[src/rtl/uart_line_status_pkg.sv]
// Shared UART definitions: LSR bit positions and reset image, used by the line-status stage and the register file.
// Latency: n/a (declarations only).
// Backpressure: n/a.
package uart_line_status_pkg;

    localparam int LSR_DR      = 0;
    localparam int LSR_OE      = 1;
    localparam int LSR_PE      = 2;
    localparam int LSR_FE      = 3;
    localparam int LSR_BI      = 4;
    localparam int LSR_THRE    = 5;
    localparam int LSR_TEMT    = 6;
    localparam int LSR_FIFOERR = 7;

    // THRE and TEMT come up set: nothing is queued or shifting after reset.
    localparam logic [7:0] LSR_RESET = 8'h60;

    // Line error summary seen by the interrupt controller (OE, PE, FE, BI).
    function automatic logic lsr_error(input logic [7:0] lsr_img);
        return lsr_img[LSR_OE] | lsr_img[LSR_PE] | lsr_img[LSR_FE] | lsr_img[LSR_BI];
    endfunction

endpackage

[src/rtl/uart_rx_timeout.sv]
// RX character timeout: counts baud ticks while RX data sits untouched and flags idle beyond TO_CHARS chars.
// Latency: 1 cycle from push/pop/tick to rx_timeout.
// Backpressure: none; strobes are accepted every cycle.
module uart_rx_timeout #(
    parameter int TO_CHARS = 4,
    parameter int TICK_W   = 16
) (
    input  logic        clk,
    input  logic        rst_n,
    input  logic        rx_push,
    input  logic        rx_pop,
    input  logic        rx_count_nz,
    input  logic        baud_tick,
    input  logic [9:0]  char_ticks,
    output logic        rx_timeout
);

    logic [TICK_W-1:0] tick_cnt;
    logic [TICK_W-1:0] tick_next;
    logic [TICK_W-1:0] threshold;

    // char_ticks is used live, so a mid-count change only moves the threshold.
    assign threshold = TICK_W'(TO_CHARS) * TICK_W'(char_ticks);

    // Any FIFO activity or an empty FIFO restarts the idle count; otherwise count ticks, saturating.
    always_comb begin
        tick_next = tick_cnt;
        if (rx_push || rx_pop || !rx_count_nz) begin
            tick_next = '0;
        end else if (baud_tick && (tick_cnt != '1)) begin
            tick_next = tick_cnt + TICK_W'(1);
        end
    end

    // Compare against the next count so the flag drops the cycle after a push/pop.
    always_ff @(posedge clk or negedge rst_n) begin
        if (!rst_n) begin
            tick_cnt   <= '0;
            rx_timeout <= 1'b0;
        end else begin
            tick_cnt   <= tick_next;
            rx_timeout <= rx_count_nz && (tick_next >= threshold);
        end
    end

endmodule

[src/rtl/uart_line_status.sv]
// UART line-status stage: builds the LSR image (sticky errors, FIFO error count, TX empties) and RX timeout.
// Latency: 1 cycle from any input event to the registered LSR / flag outputs.
// Backpressure: none; every strobe is consumed in the cycle it is presented.
module uart_line_status
    import uart_line_status_pkg::*;
#(
    parameter int CNT_W    = 5,
    parameter int TO_CHARS = 4,
    parameter int TICK_W   = 16
) (
    input  logic             clk,
    input  logic             rst_n,
    input  logic             rx_push,
    input  logic             rx_pe,
    input  logic             rx_fe,
    input  logic             rx_bi,
    input  logic             rx_drop,
    input  logic             rx_pop,
    input  logic             rx_pop_err,
    input  logic [CNT_W-1:0] rx_count,
    input  logic             tx_fifo_empty,
    input  logic             tx_idle,
    input  logic             lsr_rd,
    input  logic             baud_tick,
    input  logic [9:0]       char_ticks,
    output logic [7:0]       lsr,
    output logic             error,
    output logic             rx_data_ready,
    output logic             tx_data_empty,
    output logic             rx_timeout
);

    logic             dr_q, oe_q, pe_q, fe_q, bi_q, thre_q, temt_q, fifo_err_q;
    logic [CNT_W-1:0] err_cnt;
    logic [CNT_W-1:0] err_cnt_next;
    logic             err_inc;
    logic             err_dec;
    logic             rx_count_nz;

    assign rx_count_nz = (rx_count != '0);
    assign err_inc     = rx_push & (rx_pe | rx_fe | rx_bi);
    assign err_dec     = rx_pop & rx_pop_err;

    // Count of flagged chars still in the RX FIFO; push+pop together cancel, saturates at both ends.
    always_comb begin
        err_cnt_next = err_cnt;
        if (err_inc && !err_dec && (err_cnt != '1)) begin
            err_cnt_next = err_cnt + CNT_W'(1);
        end else if (err_dec && !err_inc && (err_cnt != '0)) begin
            err_cnt_next = err_cnt - CNT_W'(1);
        end
    end

    // LSR bits: level bits follow their sources, error bits are sticky until an LSR read (a new set wins).
    always_ff @(posedge clk or negedge rst_n) begin
        if (!rst_n) begin
            dr_q       <= LSR_RESET[LSR_DR];
            oe_q       <= LSR_RESET[LSR_OE];
            pe_q       <= LSR_RESET[LSR_PE];
            fe_q       <= LSR_RESET[LSR_FE];
            bi_q       <= LSR_RESET[LSR_BI];
            thre_q     <= LSR_RESET[LSR_THRE];
            temt_q     <= LSR_RESET[LSR_TEMT];
            fifo_err_q <= LSR_RESET[LSR_FIFOERR];
            err_cnt    <= '0;
        end else begin
            dr_q       <= rx_count_nz;
            oe_q       <= (oe_q & ~lsr_rd) | rx_drop;
            pe_q       <= (pe_q & ~lsr_rd) | (rx_push & rx_pe);
            fe_q       <= (fe_q & ~lsr_rd) | (rx_push & rx_fe);
            bi_q       <= (bi_q & ~lsr_rd) | (rx_push & rx_bi);
            thre_q     <= tx_fifo_empty;
            temt_q     <= tx_fifo_empty & tx_idle;
            fifo_err_q <= (err_cnt_next != '0);
            err_cnt    <= err_cnt_next;
        end
    end

    uart_rx_timeout #(
        .TO_CHARS (TO_CHARS),
        .TICK_W   (TICK_W)
    ) u_rx_timeout (
        .clk         (clk),
        .rst_n       (rst_n),
        .rx_push     (rx_push),
        .rx_pop      (rx_pop),
        .rx_count_nz (rx_count_nz),
        .baud_tick   (baud_tick),
        .char_ticks  (char_ticks),
        .rx_timeout  (rx_timeout)
    );

    assign lsr           = {fifo_err_q, temt_q, thre_q, bi_q, fe_q, pe_q, oe_q, dr_q};
    assign error         = lsr_error(lsr);
    assign rx_data_ready = lsr[LSR_DR];
    assign tx_data_empty = lsr[LSR_THRE];

endmodule
[config.mk]
export PLATFORM = sky130hd
export DESIGN_NAME = uart_line_status
export DESIGN_NICKNAME = d
export VERILOG_FILES = /design/src/rtl/uart_line_status_pkg.sv /design/src/rtl/uart_rx_timeout.sv /design/src/rtl/uart_line_status.sv
export SDC_FILE = /design/constraint.sdc
export NUM_CORES = 1
export LEC_CHECK = 0
export ABC_AREA = 1
export BUFFER_PORTS_ARGS = -buffer_cell sky130_fd_sc_hd__buf_2
export CAP_MARGIN = 5
export CORE_MARGIN = 3
export CORE_UTILIZATION = 35
export CTS_BUF_LIST = sky130_fd_sc_hd__clkbuf_8
export CTS_CLUSTER_SIZE = 10
export DETAILED_ROUTE_END_ITERATION = 16
export PLACE_DENSITY = 0.64
export SKIP_LAST_GASP = 1
export SLEW_MARGIN = 20
export SYNTH_ARGS = -nofsm -noshare
export SYNTH_HDL_FRONTEND = slang
export SYNTH_SLANG_ARGS = --single-unit
[constraint.sdc]
create_clock -name clk -period 2.8 [get_ports clk]
set_input_delay 0.14 -clock clk [delete_from_list [all_inputs] [get_ports clk]]
set_output_delay 0.14 -clock clk [all_outputs]
set_load 0.03 [all_outputs]
==> results.toml <==
[run_status]
status = "finished clean"

[yosys]
yosysTopAreaCell = "dfrtp_1"
syn_nets = 320
async_reset_ff_frac = 1.00
synth_top_area_frac = 0.332
syn_area_mm2 = 0.00211
ys_ff_latch = 30
synth_cells = 278
synth_edf_count = 0
synth-main-ff-cell = "dfrtp_1"
seq_area_frac_synth = 0.357
synth.distinct_cells = 37
synth_area_per_cell_um2 = 7.59
synthTopCellsByArea = "dfrtp_1, inv_1, nand2_1"
ys_warn_count = 0

[worst_hold_path]
hold_end = "temt_q$_DFF_PN1_"
min_from = "tx_idle"
min_path_cells = 3
hp-class = "in -> reg"

[route]
vias = 1813
route.detailed.drc = 0
drt-pass1-iter-count = 4
first_iter_violations = 83
drt_wl_total_mm = 4.59
vias_per_cell = 4.65
ant_nets = 0
routedWlPerCell_um = 11.8

[global_routing]
antenna_found_initial = 0
grt_pass1_vias = 1819
grt_pass1_wl_mm = 7.84
grt_start_max_net_pins = 31
grt_usage = 0.137
grt-ovfl-total = 0

[floorplan]
initial_core_util = 0.372
core_mm2 = 0.00568
die_area_mm2 = 0.00700
num_rows = 27
die_h_um = 83.7
die_x_um = 83.7
ios = 40

[power_and_ir_drop]
switching_share = 0.311
p_clk_frac = 0.360
power_per_cell_area_mw_per_mm2 = 491
peakVddDrop_uv = 402
power.switching_w = 0.000382
leakagePower_nw = 1.33
seqPwrFrac = 0.423
p_comb_frac = 0.218
p_int_w = 0.000847

[job]
maxCapViolCount = 0

[setup_path]
critPathCaptureType = "register"
worst-setup-path-type = "reg -> reg"
rr_endpoint = "u_rx_timeout.rx_timeout$_DFF_PN0_"
path_cells = "ha_4, nand3_2, nor2_4, nand2_4, nand2_8, inv_2, nand3_4, nor2_4, a21oi_1, nor2_1, ha_1, nand2_1, nor2_2, nand2_1, o211ai_1, a31oi_1, nand2_1, nand2_1, a21oi_2"
path_max_fanout = 8
cp_common_cell = "nand2_1"
crit_family = "simple AND/OR/NAND/NOR gates"
start_kind = "register"
critPathArrivalTime_ns = 2.74
crit_path_max_incr_delay_ns = 0.44
slowest_stage = "dfrtp_1"
worstPathBufferInverterCount = 1
rr_worst_depth = 19
worstReg2RegStart = "u_rx_timeout.tick_cnt[1]$_DFF_PN0_"
cp_data_required_time_ns = 2.97
reg2reg_slack_ns = 0.23

[cts]
cts_max_level = 2
clk_latency_ns = 0.28
path_clk_slew_ns = 0.07
cts.sinks = 30
ctsRootBufferMaster = "clkbuf_8"
numCtsBuffers = 5
cts_tree = "built"
cts_max_path_buffers = 2

[sta]
slew_headroom = 0.546
maxSlewViolCount = 0
setup_viol = 0
tightest_slew_ns = 0.681
hold_viol = 0
timing.fmax_mhz = 389
tns_ns = 0
min_period_ns = 2.57
finalCritPeriodShare = 0.918
skew_ns = 0.00616
hold_slack_ns = 0.0257

[placement]
place_area_mm2 = 0.00233
port_buffers = 39
post-dp-hpwl_mm = 3.63
place_inst = 379
gp_congestion = 0.891

[finish]
fin_nets = 359
final_cells = 390
layout_common_cells = "nand2_1, inv_1, buf_2"
diodes = 0
area_delta_synth_final_pct = 18.5
finish.utilization = 0.441
drive_gt1_frac = 0.267
post-route-cell-area_mm2 = 0.00250
-- layout make-up --
class | instances | area, um^2
fillers | 574 | 3170
well taps | 72 | 90.1
inverters | 58 | 218
clock buffers | 5 | 68.8
multi-input cells | 180 | 1100
clock inverters | 3 | 45.0
repair buffers | 42 | 223
flip-flops and latches | 30 | 754
-- tightest hold or removal path, cell delays in order --
cell	delay, ns
buf_2	0.09
nand2_1	0.05
inv_1	0.03
-- metrics by stage --
stage          setup slack [ns]  power [W]
6_report                  0.230    0.00123
5_1_grt                -0.00777    0.00131
4_1_cts                   0.104    0.00124
3_5_place_dp              0.138   0.000794
3_3_place_gp              0.224   0.000788
2_1_floorplan             0.401   0.000730
-- power by group through the flow --
stage               clock (W)  combinational (W)  sequential, W
detailed placement          0           0.000268       0.000526
global route         0.000471           0.000313       0.000530
finish               0.000442           0.000268       0.000519
CTS                  0.000454           0.000270       0.000519
global placement            0           0.000261       0.000527
floorplan                   0           0.000208       0.000522
-- cell usage after synthesis (2+ instances only) --
master	count
a21oi_1	11
a21oi_2	2
buf_2	2
buf_4	8
dfrtp_1	28
dfstp_2	2
ha_1	14
inv_1	52
inv_2	6
nand2_1	52
nand2_2	8
nand3_1	18
nand3_2	3
nand3b_1	2
nand4_1	4
nor2_1	24
nor2_2	4
nor3_1	4
nor3_4	2
o21a_1	2
o21ai_0	6
o21ai_1	2
o21bai_1	2
o22ai_1	4
o31ai_1	2
xor2_1	3
-- timing repair --
action                     CTS  global route
setup buffers                0             1
setup endpoints to repair    0             1
resized for setup            0             7
hold endpoints to repair    29             0
hold buffers                 2             0
-- registers in the layout, summed over array words and instances, names as in the netlist --
| register | flops |
|---|---|
| u_rx_timeout.tick_cnt | 16 |
| fe_q | 1 |
| err_cnt | 5 |
| temt_q | 1 |
| rx_data_ready | 1 |
| fifo_err_q | 1 |
| u_rx_timeout.rx_timeout | 1 |
| tx_data_empty | 1 |
| oe_q | 1 |
| pe_q | 1 |
| bi_q | 1 |
-- cells by family after synthesis --
logic type	synth area share
xor gates and xnor gates	0.0125
adders and majority gates	0.0830
DFF	0.357
buffers and inverters	0.136
AOI/OAI and AO/OA	0.103
and+or+nand+nor	0.308
-- worst max path at each step --
stage	startpoint	endpoint	cells past startpoint
floorplan	u_rx_timeout.tick_cnt[0]$_DFF_PN0_	u_rx_timeout.rx_timeout$_DFF_PN0_	18
global placement	u_rx_timeout.tick_cnt[0]$_DFF_PN0_	u_rx_timeout.rx_timeout$_DFF_PN0_	17
detailed placement	u_rx_timeout.tick_cnt[0]$_DFF_PN0_	u_rx_timeout.rx_timeout$_DFF_PN0_	19
CTS	u_rx_timeout.tick_cnt[0]$_DFF_PN0_	u_rx_timeout.rx_timeout$_DFF_PN0_	18
global route	u_rx_timeout.tick_cnt[0]$_DFF_PN0_	u_rx_timeout.rx_timeout$_DFF_PN0_	19
finish	u_rx_timeout.tick_cnt[1]$_DFF_PN0_	u_rx_timeout.rx_timeout$_DFF_PN0_	19
-- layer usage --
metal,global-route usage,vias up,share of wire
met3,0.0227,5,0.038
li1,-,950,-
met2,0.229,41,0.48
met4,0.0424,0,0.0089
met1,0.179,817,0.48
met5,0,-,0
No activity file was read; power rests on OpenSTA's default activity.
